File: config.mk
export PLATFORM = sky130hd
export DESIGN_NAME = regfile_loader
export DESIGN_NICKNAME = d
export VERILOG_FILES = /design/src/rtl/regfile_loader.sv
export SDC_FILE = /design/constraint.sdc
export NUM_CORES = 1
export LEC_CHECK = 0
export CORE_ASPECT_RATIO = 1.2
export CORE_MARGIN = 5
export CORE_UTILIZATION = 35
export DETAILED_ROUTE_END_ITERATION = 10
export PLACE_DENSITY = 0.66
export REMOVE_ABC_BUFFERS = 1
export SYNTH_ARGS = -nofsm -noshare
export SYNTH_HDL_FRONTEND = slang
export SYNTH_SLANG_ARGS = --single-unit
File: constraint.sdc
create_clock -name clock -period 1.8 [get_ports clock]
set_input_delay 0.54 -clock clock [delete_from_list [all_inputs] [get_ports clock]]
set_output_delay 0.54 -clock clock [all_outputs]
set_load 0.01 [all_outputs]
File: src/rtl/regfile_loader.sv
// Byte-stream register preloader: assembles little-endian words, writes them into
// r[FIRST_REG..LAST_REG] through the regfile write port and verifies an XOR checksum.
module regfile_loader #(
    parameter int FIRST_REG = 1,
    parameter int LAST_REG  = 31
) (
    input  logic        clock,
    input  logic        reset,
    input  logic        start,
    input  logic        in_valid,
    output logic        in_ready,
    input  logic [7:0]  in_data,
    output logic        ld_active,
    output logic        ld_we,
    output logic [4:0]  ld_rd,
    output logic [31:0] ld_data,
    output logic        cpu_hold,
    output logic        done,
    output logic        err
);

    localparam logic [4:0] FIRST_IDX = 5'(FIRST_REG);
    localparam logic [4:0] LAST_IDX  = 5'(LAST_REG);

    typedef enum logic [2:0] {
        S_IDLE,
        S_COLLECT,
        S_WRITE,
        S_CHECK,
        S_DONE,
        S_ERR
    } state_t;

    state_t      state_reg, state_next;
    logic [4:0]  reg_idx_reg, reg_idx_next;
    logic [1:0]  byte_cnt_reg, byte_cnt_next;
    logic [7:0]  chk_reg, chk_next;
    logic [31:0] word_reg, word_next;
    logic [4:0]  ld_rd_reg, ld_rd_next;
    logic [31:0] ld_data_reg, ld_data_next;
    logic        accept_data;
    logic [3:0]  lane_sel;

    assign accept_data = (state_reg == S_COLLECT) && in_valid;

    // One byte lane per position; only the lane addressed by byte_cnt captures.
    generate
        for (genvar gi = 0; gi < 4; gi++) begin : g_lane
            assign lane_sel[gi] = accept_data && (byte_cnt_reg == 2'(gi));
            assign word_next[8*gi +: 8] = lane_sel[gi] ? in_data : word_reg[8*gi +: 8];
        end
    endgenerate

    always_comb begin
        state_next    = state_reg;
        reg_idx_next  = reg_idx_reg;
        byte_cnt_next = byte_cnt_reg;
        chk_next      = chk_reg;
        ld_rd_next    = ld_rd_reg;
        ld_data_next  = ld_data_reg;
        case (state_reg)
            S_IDLE, S_DONE, S_ERR: begin
                if (start) begin
                    state_next    = S_COLLECT;
                    reg_idx_next  = FIRST_IDX;
                    byte_cnt_next = 2'd0;
                    chk_next      = 8'd0;
                end
            end
            S_COLLECT: begin
                if (in_valid) begin
                    chk_next      = chk_reg ^ in_data;
                    byte_cnt_next = byte_cnt_reg + 2'd1;
                    // Write address/data are latched here so they hold after WRITE.
                    if (lane_sel[3]) begin
                        state_next   = S_WRITE;
                        ld_rd_next   = reg_idx_reg;
                        ld_data_next = word_next;
                    end
                end
            end
            S_WRITE: begin
                if (reg_idx_reg == LAST_IDX) begin
                    state_next = S_CHECK;
                end else begin
                    reg_idx_next = reg_idx_reg + 5'd1;
                    state_next   = S_COLLECT;
                end
            end
            S_CHECK: begin
                if (in_valid) begin
                    state_next = (in_data == chk_reg) ? S_DONE : S_ERR;
                end
            end
            default: state_next = S_IDLE;
        endcase
    end

    always_ff @(posedge clock) begin
        if (reset) begin
            state_reg    <= S_IDLE;
            reg_idx_reg  <= FIRST_IDX;
            byte_cnt_reg <= 2'd0;
            chk_reg      <= 8'd0;
            word_reg     <= 32'd0;
            ld_rd_reg    <= 5'd0;
            ld_data_reg  <= 32'd0;
        end else begin
            state_reg    <= state_next;
            reg_idx_reg  <= reg_idx_next;
            byte_cnt_reg <= byte_cnt_next;
            chk_reg      <= chk_next;
            word_reg     <= word_next;
            ld_rd_reg    <= ld_rd_next;
            ld_data_reg  <= ld_data_next;
        end
    end

    assign in_ready  = (state_reg == S_COLLECT) || (state_reg == S_CHECK);
    assign ld_we     = (state_reg == S_WRITE);
    assign ld_active = (state_reg == S_COLLECT) || (state_reg == S_WRITE) || (state_reg == S_CHECK);
    assign cpu_hold  = ld_active || (state_reg == S_ERR);
    assign done      = (state_reg == S_DONE);
    assign err       = (state_reg == S_ERR);
    assign ld_rd     = ld_rd_reg;
    assign ld_data   = ld_data_reg;

endmodule

---- Word level (Yosys, flattened, before mapping) ----
Index checks and enable logic that the tools add are counted.
word-level totals
  input bits .............................. 12
  output and inout bits ................... 43
  bits in registers ....................... 87
  logic and storage cells ................. 63
cells by class
  reductions and logical operators ........ 18
  muxes and demuxes ....................... 20
  bitwise gates (word level) .............. 1
  $add $sub $neg .......................... 2
  equality and inequality tests ........... 15
operators by type and width
  operator                                                          number
  8-bit two-way mux                                                 6
  8-bit case mux with 2 select lines                                1
  3-bit two-way mux                                                 4
  3-bit case mux with 4 select lines                                1
  5-bit two-way mux                                                 2
  2-bit != test (second input constant)                             5
  5-bit case mux with 2 select lines                                1
  3-bit AND reduction                                               3
  8-bit == test                                                     1
  8-bit XOR                                                         1
  3-bit by 2-bit == test with 1-bit output (second input constant)  2
  3-bit == test (second input constant)                             2
  2-bit two-way mux                                                 3
  5-bit by 1-bit adder with 5-bit output (second input constant)    1
  5-bit == test (second input constant)                             1
  1-bit logical AND                                                 5
  2-bit == test (second input constant)                             2
  1-bit logical OR                                                  4
  2-bit case mux with 2 select lines                                1
  4-bit AND reduction                                               1
  2-bit nonzero test                                                2
  3-bit by 1-bit == test with 1-bit output (second input constant)  1
  3-bit zero test                                                   1
  3-bit OR reduction                                                1
  4 further kinds                                                   4

---- Longest topological paths before layout ----
Gate-level depths: netlist of run 1.
  word-level depth ........................ 6
  gate-level depth with buffers ........... 7
  mapped depth without buffers ............ 7

---- Worst setup path after synthesis of run 1 ----
Ideal clock, no wire load.
  kind .................................... reg2reg
  start point ............................. register reg_idx_reg[0]
  end point ............................... register reg_idx_reg[3]
  stages on the path, launching flop included .. 8
  arrival ................................. 1.743 ns
  period minus slack after synthesis ...... 1.813 ns
  setup slack ............................. -0.013 ns
  cell sequence ........................... dfxtp_1 > ha_1 > and3_1 > ha_1 > nor4b_4 > a31oi_1 > or3_1 > a21oi_1
between the ends
  longest elaborated chain between the ends .. 3
  elaborated cells between the ends (all ways) .. 6
  those cells by class .................... add/sub: 1; eq/ne: 2; mux: 2; reduce/logical: 1
RTL lines
  what                                                                       line    source
  start, declared                                                            35      logic [4:0] reg_idx_reg, reg_idx_next;
  start signal, assigned                                                     110     reg_idx_reg <= reg_idx_next;
  5-bit by 1-bit adder with 5-bit output or 5-bit == test (tied branches)    86, 83
  5-bit two-way mux or 2-bit != test (tied branches)                         --
  5-bit case mux with 2 select lines or 3-bit AND reduction (tied branches)  --
Several ways; a longest one is shown, not always the timed one. The select of a mux whose other input is x is not followed.
A chain may end at the register's enable or synchronous reset.

---- Final worst setup path of run 1 ----
  start point ............................. register ld_rd_reg[2] (netlist: ld_rd[2])
  end point ............................... output ld_rd[2]
RTL lines
  what                    line  source
  start, declared         39    logic [4:0] ld_rd_reg, ld_rd_next;
  start signal, assigned  114   ld_rd_reg <= ld_rd_next;
  end, declared           15    output logic [4:0] ld_rd,
No word-level cell between the ends.

==> results.yml, run 1 <==
run_status:
  status: "finished, final reports clean"
power_and_ir_drop:
  pwr-share-seq_pct: 44.7
  power.density_nw_per_um2: 842
  p_switching_w: 0.000880
  p_int_w: 0.00312
  leakage_nw: 1.68
  netSwitchingFraction_pct: 22.0
  power_frac_clock_pct: 47.2
  irDropWorstVdd_uv: 460
  pwr-share-comb_pct: 8.1
cts:
  clk_pin_slew_ns: 0.05
  clk-insertion-delay-late_ns: 0.33
  cts-buffers-inserted: 9
  post_cts_buffers: 0
  hold_buffers: 0
  cts_num_sinks: 79
  clockRootBuffer: "clkbuf_16"
  cts-htree-levels: 3
  cts_tree: "built"
  clock_path_buffers: 2
synth:
  yosys-top-cells-count: "dfxtp_1 (79), nand2_1 (60), a21oi_1 (49), nor2_1 (28)"
  synth_area_leader_cell: "dfxtp_1"
  synth_top_area_share_pct: 44.7
  synthTopCellsByArea: "dfxtp_1 (45%), mux2i_1 (7.1%), a21oi_1 (6.9%)"
  async_reset_ff_share_pct: 0
  synth_seq_cells: 79
  ys_types: 36
  ys.flop_type: "dfxtp_1"
  synth-edff-count: 0
  yosysMostFrequentCell: "dfxtp_1"
  ys_seq_area_share_pct: 44.7
  synthCells: 404
  avgSynthCellArea_um2: 8.76
  ys_warn_count: 0
  syn_area_um2: 3540
sta:
  relSlewSlack_pct: 70.1
  finalSetupViolations: 0
  hold_violations: 0
  rsz0062_at_grt: "true"
  fin_ws_ns: 0.0334
  fin_skew_ns: 0.00563
  finalCritPeriodShare_pct: 98.1
  tns_ns: 0
  fmax_ghz: 0.566
  worst_pin_slew_ns: 0.448
  layout_min_cycle_time_ns: 1.77
  slew_viol_final: 0
min_path:
  hold_path_class: "register to register"
worst_setup_path:
  crit_type: "register to primary output"
  cp-start-kind: "register"
  cp_slowest_cell: "clkdlybuf4s50_1"
  required_ns: 1.26
  worstPathArrival_ns: 1.23
  critPathMaxStageDelay_ns: 0.56
  cp_cell_sequence: "clkdlybuf4s50_1"
  path_max_fanout: 2
  crit_path_end_kind: "primary output"
  critPathTopFamily: "buffers and inverters"
  cp_num_buf_inv: 1
floorplan:
  ios: 55
  start_util_pct: 35.5
  die_h_um: 120
  rows: 40
  die_area_um2: 12200
  die_w_um: 102
  core_area_um2: 9960
route:
  ant_nets: 0
  first_pass_iters: 4
  wl_um: 8740
  viasPerCell: 5.04
  drc: 0
  wl_per_cell_um: 14.6
  drtIter0Drc: 169
  vias: 3024
cells_and_area:
  largest_register_ffs: 32
  post-route-cell-area_um2: 4750
  area_delta_synth_final_pct: 34.3
  layout.nets: 487
  diodes: 0
  drive_above_1_share_pct: 17.7
  n_fill_cell: 960
global_routing:
  overflow: 0
  grt_pass1_wl_um: 14700
  grt_usage_pct: 15.0
  grt_pass1_vias: 2960
  grt_start_max_net_pins: 40
  antenna_found_initial: 0
place:
  pre_cts_ws_ns: -0.364
  hpwl_um: 5820
  dpl_cell_area_um2: 4340
  io_buffers: 54
  gp_congestion: 0.818
flow_run:
  maxCapViolCount: 0
-- worst paths after layout --
check	startpoint	endpoint	slack, ns	depth (start not counted)
setup / recovery	ld_rd[2]	ld_rd[2]	0.03	1
hold / removal	word_reg[10]	word_reg[10]	0.45	2
setup reg to reg	reg_idx_reg[0]	reg_idx_reg[2]	0.04	7
hold reg to reg	word_reg[10]	word_reg[10]	0.45	2
-- worst reg2reg max path, stage by stage (launching register included) --
cell,delay (ns)
dfxtp_2,0.33
ha_4,0.16
and3_4,0.18
ha_4,0.16
nor4b_4,0.28
a31oi_4,0.08
or3_1,0.35
a21oi_1,0.15
-- kinds of logic (layout without fill, tap and decap cells) --
logic type | count (synthesis) | after routing | synth area share [%]
AOI/OAI and AO/OA | 99 | 99 | 17.7
xor gates and xnor gates | 8 | 8 | 1.98
adders and majority gates | 6 | 6 | 2.12
buffers and inverters | 48 | 118 | 8.06
DFF | 79 | 79 | 44.7
muxes | 25 | 25 | 7.07
and+or+nand+nor | 139 | 139 | 18.4
-- layout make-up --
class	instances	area, um^2	share of cell area (%)
Tap cell	126	158	3.32
Inverter	7	26.3	0.553
Multi-Input combinational cell	277	1750	36.9
Clock buffer	12	236	4.98
Timing Repair Buffer	95	922	19.4
Clock inverter	4	70.1	1.47
Sequential cell	79	1590	33.4
-- per-stage QoR --
stage	total power [W]	utilization, %	instances	hold WS, ns
after CTS	0.00404	47.1	599	0.456
after global routing	0.00414	47.7	600	0.479
final	0.00400	47.7	600	0.453
after floorplan	0.00196	-	363	0.430
after global placement	0.00214	43.5	583	0.441
after detailed placement	0.00214	43.5	583	0.448
-- per-layer routing --
layer  routed length [um]  track usage [%]
met1                 3770             18.7
met2                 4450             25.0
met3                  380             2.50
met4                  138             6.32
met5                    0                0
-- repair_timing --
item | in CTS | in global routing
pin swaps | 4 | 3
endpoints found under the setup margin | 29 | 66
gates resized for setup | 31 | 11
cloned | 0 | 1
-- cells in the final DEF (no fill, tap or decap), types with 3 or more instances in the layout --
master | Yosys | final
a311oi_1 | 8 | 7
ha_1 | 6 | 3
nand2b_1 | 6 | 5
nand2_1 | 60 | 60
buf_4 | 5 | 33
clkbuf_1 | 16 | 3
a21oi_2 | 4 | 4
clkbuf_16 | 0 | 10
buf_2 | 13 | 3
mux2i_1 | 25 | 25
clkdlybuf4s50_1 | 0 | 44
or2b_1 | 3 | 3
dfxtp_2 | 0 | 4
nor2_1 | 28 | 26
dfxtp_1 | 79 | 75
o21ai_0 | 5 | 5
inv_1 | 7 | 7
a211oi_1 | 26 | 26
nand3_1 | 26 | 26
xor2_1 | 8 | 8
buf_12 | 2 | 5
dlymetal6s2s_1 | 0 | 3
a21oi_1 | 49 | 49
-- power groups by stage --
| stage | sequential (W) | clock (W) | combinational (W) |
|---|---|---|---|
| finish | 0.00179 | 0.00189 | 0.000323 |
| CTS | 0.00179 | 0.00193 | 0.000322 |
| floorplan | 0.00183 | 0 | 0.000135 |
| detailed placement | 0.00183 | 0 | 0.000317 |
| global route | 0.00179 | 0.00199 | 0.000354 |
| global placement | 0.00183 | 0 | 0.000311 |
Note: power is estimated with default switching activity, not from simulation.
==> inputs of run 2 (changes only) <==
==> constraint.sdc (replaced) <==
create_clock -name clock -period 1.45 [get_ports clock]
set_input_delay 0.435 -clock clock [delete_from_list [all_inputs] [get_ports clock]]
set_output_delay 0.435 -clock clock [all_outputs]
set_load 0.01 [all_outputs]
==> results.yml, run 2 (same netlist as run 1, synthesis figures left out) <==
run_status:
  status: "finished, violations left"
  violations: "setup timing"
route:
  drtIter0Drc: 162
  wl_per_cell_um: 19.2
  first_pass_iters: 4
  ant_nets: 0
  viasPerCell: 5.47
  wl_um: 12400
  vias: 3533
  drc: 0
place:
  io_buffers: 54
  hpwl_um: 5790
  dpl_cell_area_um2: 4440
  gp_congestion: 0.826
  pre_cts_ws_ns: -0.600
sta:
  rsz0062_at_grt: "true"
  layout_min_cycle_time_ns: 1.76
  slew_viol_final: 0
  tns_ns: -9.71
  fmax_ghz: 0.567
  worst_pin_slew_ns: 0.434
  relSlewSlack_pct: 71.0
  finalSetupViolations: 79
  fin_skew_ns: 0.00493
  hold_violations: 0
  finalCritPeriodShare_pct: 122
  fin_ws_ns: -0.312
global_routing:
  overflow: 0
  grt_pass1_wl_um: 18100
  grt_pass1_vias: 3570
  grt_usage_pct: 19.0
  antenna_found_initial: 0
  grt_start_max_net_pins: 28
worst_setup_path:
  worstPathArrival_ns: 2.04
  cp-start-kind: "register"
  rr_startpoint: "reg_idx_reg[0]"
  crit_type: "register to register"
  crit_path_end_kind: "register"
  rr_endpoint: "reg_idx_reg[3]"
  reg2reg_depth: 7
  r2r_slack_ns: -0.31
  path_max_fanout: 5
  required_ns: 1.73
floorplan:
  start_util_pct: 35.5
  die_area_um2: 12200
  die_h_um: 120
  die_w_um: 102
  core_area_um2: 9960
  ios: 55
  rows: 40
cts:
  cts_tree: "built"
  cts-htree-levels: 3
  clk_pin_slew_ns: 0.06
  clk-insertion-delay-late_ns: 0.34
  clockRootBuffer: "clkbuf_16"
  hold_buffers: 0
  cts-buffers-inserted: 9
  clock_path_buffers: 2
  cts_num_sinks: 79
flow_run:
  maxCapViolCount: 0
min_path:
  min_from: "ld_data[28]"
  hold_path_end: "ld_data[28]"
  hold_path_depth: 2
  hold_path_class: "register to register"
cells_and_area:
  layout_common_cells: "dfxtp_1 (68), buf_4 (48), a21oi_2 (42), nand2_1 (42), dlygate4sd2_1 (39)"
  largest_register_ffs: 32
  final_common_cell: "dfxtp_1"
  drive_above_1_share_pct: 51.7
  diodes: 0
  post-route-cell-area_um2: 6070
  area_delta_synth_final_pct: 71.7
  post-route-util_pct: 61.0
  layout.nets: 535
power_and_ir_drop:
  leakage_nw: 2.38
  power.density_nw_per_um2: 829
  irDropWorstVdd_uv: 554
[run 2: worst max path at each step]
stage                   start              to  slack [ns]  cells past startpoint
6_report       reg_idx_reg[0]  reg_idx_reg[3]       -0.31                      7
5_1_grt        reg_idx_reg[0]  reg_idx_reg[3]       -0.38                      7
4_1_cts        reg_idx_reg[1]  reg_idx_reg[3]       -0.31                      7
3_5_place_dp         in_valid     word_reg[6]       -0.60                      6
3_3_place_gp         in_valid     word_reg[1]       -0.55                      6
2_1_floorplan    state_reg[0]      ld_data[0]       -1.70                      4
[run 2: worst max-delay path, cell delays in order (launching register included)]
cell,delay (ns)
dfxtp_2,0.34
ha_4,0.16
and3_4,0.15
ha_4,0.16
nor4b_4,0.30
a31oi_4,0.08
or3_1,0.38
a21oi_2,0.13
[run 2: where the power goes]
part           leakage [nW]  switching (W)  internal, W  total [W]
clock                 0.140       0.000885      0.00135    0.00224
sequential            0.643      0.0000260      0.00220    0.00222
combinational          1.60       0.000339     0.000234   0.000573
[run 2: metal layers]
| metal | vias to the layer above | wire [um] | GRT usage (%) |
|---|---|---|---|
| met5 | - | 0 | 0 |
| met4 | 0 | 285 | 7.07 |
| met3 | 28 | 680 | 4.88 |
| met2 | 112 | 6820 | 33.7 |
| met1 | 1756 | 4600 | 21.5 |
| li1 | 1637 | - | - |
[run 2: final cells by class]
type | instances | area (um^2)
fill | 765 | 3880
multi-input combinational | 277 | 2460
sequential | 79 | 1600
timing repair buffer | 143 | 1540
clock buffer | 10 | 239
tap | 126 | 158
clock inverter | 4 | 47.5
inverter | 7 | 28.8
[run 2: metrics by stage]
| step | total power, W | std cells | hold slack, ns |
|---|---|---|---|
| after CTS | 0.00495 | 639 | 0.451 |
| after detailed placement | 0.00268 | 593 | 0.446 |
| after global placement | 0.00267 | 593 | 0.440 |
| after floorplan | 0.00244 | 363 | 0.430 |
| final | 0.00503 | 646 | 0.457 |
| after global routing | 0.00519 | 646 | 0.473 |
[run 2: timing repair]
action / CTS / global route
buffers inserted: 21 / 15
setup endpoints to repair: 119 / 92
resized for setup: 208 / 123
pin swaps: 60 / 59
gates cloned: 12 / 1
==> inputs of run 3 (changes only) <==
--- a/config.mk
+++ b/config.mk
@@ -9,7 +9,8 @@
 export CORE_MARGIN = 5
 export CORE_UTILIZATION = 35
 export DETAILED_ROUTE_END_ITERATION = 10
-export PLACE_DENSITY = 0.66
+export GPL_ROUTABILITY_DRIVEN = 0
+export PLACE_DENSITY = 0.64
 export REMOVE_ABC_BUFFERS = 1
 export SYNTH_ARGS = -nofsm -noshare
 export SYNTH_HDL_FRONTEND = slang
==> constraint.sdc (replaced) <==
create_clock -name clock -period 2.1 [get_ports clock]
set_input_delay 0.63 -clock clock [delete_from_list [all_inputs] [get_ports clock]]
set_output_delay 0.63 -clock clock [all_outputs]
set_load 0.01 [all_outputs]
==> results.yml, run 3 (same netlist as run 1, synthesis figures left out) <==
global_routing:
  grt_pass1_vias: 2938
  overflow: 0
  antenna_found_initial: 0
  grt_start_max_net_pins: 45
  grt_usage_pct: 14.7
  grt_pass1_wl_um: 14500
power_and_ir_drop:
  p_switching_w: 0.000773
  p_int_w: 0.00277
  leakage_nw: 1.59
  power.density_nw_per_um2: 775
  irDropWorstVdd_uv: 447
  netSwitchingFraction_pct: 21.8
  power_frac_clock_pct: 49.2
  pwr-share-seq_pct: 43.3
  pwr-share-comb_pct: 7.4
  fin_total_pwr_w: 0.00354
sta:
  whs_ns: 0.453
  slew_viol_final: 0
  hold_violations: 0
  finalSetupViolations: 0
  rsz0062_at_grt: "false"
  finalCritPeriodShare_pct: 94.3
  relSlewSlack_pct: 46.0
  fmax_ghz: 0.505
  worst_pin_slew_ns: 0.809
  fin_skew_ns: 0.00476
  layout_min_cycle_time_ns: 1.98
cts:
  cts_tree: "built"
  clock_path_buffers: 2
  cts-buffers-inserted: 9
  cts_num_sinks: 79
  cts-htree-levels: 3
  clockRootBuffer: "clkbuf_16"
  clk_pin_slew_ns: 0.06
  post_cts_buffers: 0
  clk-insertion-delay-late_ns: 0.33
worst_setup_path:
  critPathMaxStageDelay_ns: 0.36
  r2r_slack_ns: 0.19
  reg2reg_depth: 7
  required_ns: 1.47
  worstPathArrival_ns: 1.35
  crit_type: "register to primary output"
  cp_cell_sequence: "buf_4 > nand2b_4 > inv_1 > dlygate4sd2_1"
  path_max_fanout: 7
  rr_startpoint: "reg_idx_reg[1]"
  critPathTopFamily: "buffers and inverters"
  cp_num_buf_inv: 3
  cp-start-kind: "register"
  cp_slowest_cell: "dfxtp_1"
  rr_endpoint: "reg_idx_reg[3]"
  cp-startpoint: "state_reg[2]"
  worst-path-stages: 4
  crit_path_end_kind: "primary output"
  endpoint: "in_ready"
route:
  drtIter0Drc: 140
  drc: 0
  vias: 2954
  ant_nets: 0
  route.met3.wl_um: 380
  wl_met2_um: 4170
  wl_um: 8400
  viasPerCell: 5.02
  wl_per_cell_um: 14.3
  first_pass_iters: 4
  top_layer: "met4"
  drt-met1-wl_um: 3790
min_path:
  hold_path_depth: 2
  hold_path_class: "register to register"
floorplan:
  die_h_um: 120
  ios: 55
  die_w_um: 102
  core_area_um2: 9960
  rows: 40
  die_area_um2: 12200
  start_util_pct: 35.5
place:
  hpwl_um: 5740
  io_buffers: 54
  dp.cells: 573
  dpl_cell_area_um2: 4220
cells_and_area:
  drive_above_1_share_pct: 13.0
  multi_input_area_um2: 1680
  largest_register_ffs: 32
  final_common_cell: "dfxtp_1"
  regArea_um2: 1580
  diodes: 0
  stdcell_count: 589
  layout_common_cells: "dfxtp_1 (78), nand2_1 (60), a21oi_1 (49), clkdlybuf4s50_1 (47), buf_4 (28)"
  n_fill_cell: 949
  area_delta_synth_final_pct: 29.2
  layout.nets: 476
  post-route-cell-area_um2: 4570
run_status:
  status: "finished, final reports clean"
flow_run:
  maxCapViolCount: 0
==> run 3: changes by cell type in the layout (fill, tap and decap cells not counted), moves of 14 or more <==
cell and delta:
a21oi_2 -38, clkdlybuf4s50_1 +46, nand3_1 +21, a211oi_2 -24, a21oi_1 +38, a211oi_1 +24, buf_4 -20, dlygate4sd2_1 -33
nand2_4 -14, buf_6 -16, nand2_1 +18, nor2_1 +18
==> run 3: through the flow <==
stage	setup WS [ns]	util, %	setup TNS [ns]
4_1_cts	0.0939	45.8	0
3_5_place_dp	-0.179	42.4	-6.17
6_report	0.121	45.9	0
3_3_place_gp	-0.0844	42.4	-3.61
2_1_floorplan	-1.10	-	-44.47
5_1_grt	0.0368	45.9	0
==> run 3: worst min path at each step <==
stage                         to    startpoint
global route        word_reg[12]  word_reg[12]
finish              word_reg[13]  word_reg[13]
global placement     word_reg[5]   word_reg[5]
floorplan            word_reg[0]   word_reg[0]
CTS                 word_reg[12]  word_reg[12]
detailed placement   word_reg[6]   word_reg[6]
==> run 3: cell type report <==
type                            instances  area share [%]
Multi-Input combinational cell        277            36.8
Sequential cell                        79            34.6
Timing Repair Buffer                   84            17.0
Clock buffer                           12            5.83
Tap cell                              126            3.45
Clock inverter                          4            1.67
Inverter                                7           0.575
==> run 3: power groups by stage <==
stage               combinational [W]  sequential (W)  clock [W]
floorplan                    0.000116         0.00157          0
global placement             0.000256         0.00157          0
detailed placement           0.000261         0.00157          0
CTS                          0.000262         0.00153    0.00178
global route                 0.000287         0.00154    0.00186
finish                       0.000262         0.00154    0.00174
==> run 3: routing by layer <==
metal / global-route usage (%) / up-vias
li1: - / 1513
met1: 18.9 / 1366
met2: 24.4 / 69
met3: 3.72 / 6
met4: 3.57 / 0
met5: 0 / -
==> run 3: repair_timing <==
| item | CTS | global route |
|---|---|---|
| gates resized for setup | 8 | 2 |
| setup endpoints to repair | 6 | 8 |
| hold buffers | 0 | 0 |
==> run 3: tightest hold or removal path, delay by kind of cell, from the launching register on <==
kind	cells	cell delay [ns]
AO/OA/AOI/OAI	1	0.05
AND/OR/NAND/NOR	1	0.05
flip-flops	1	0.30
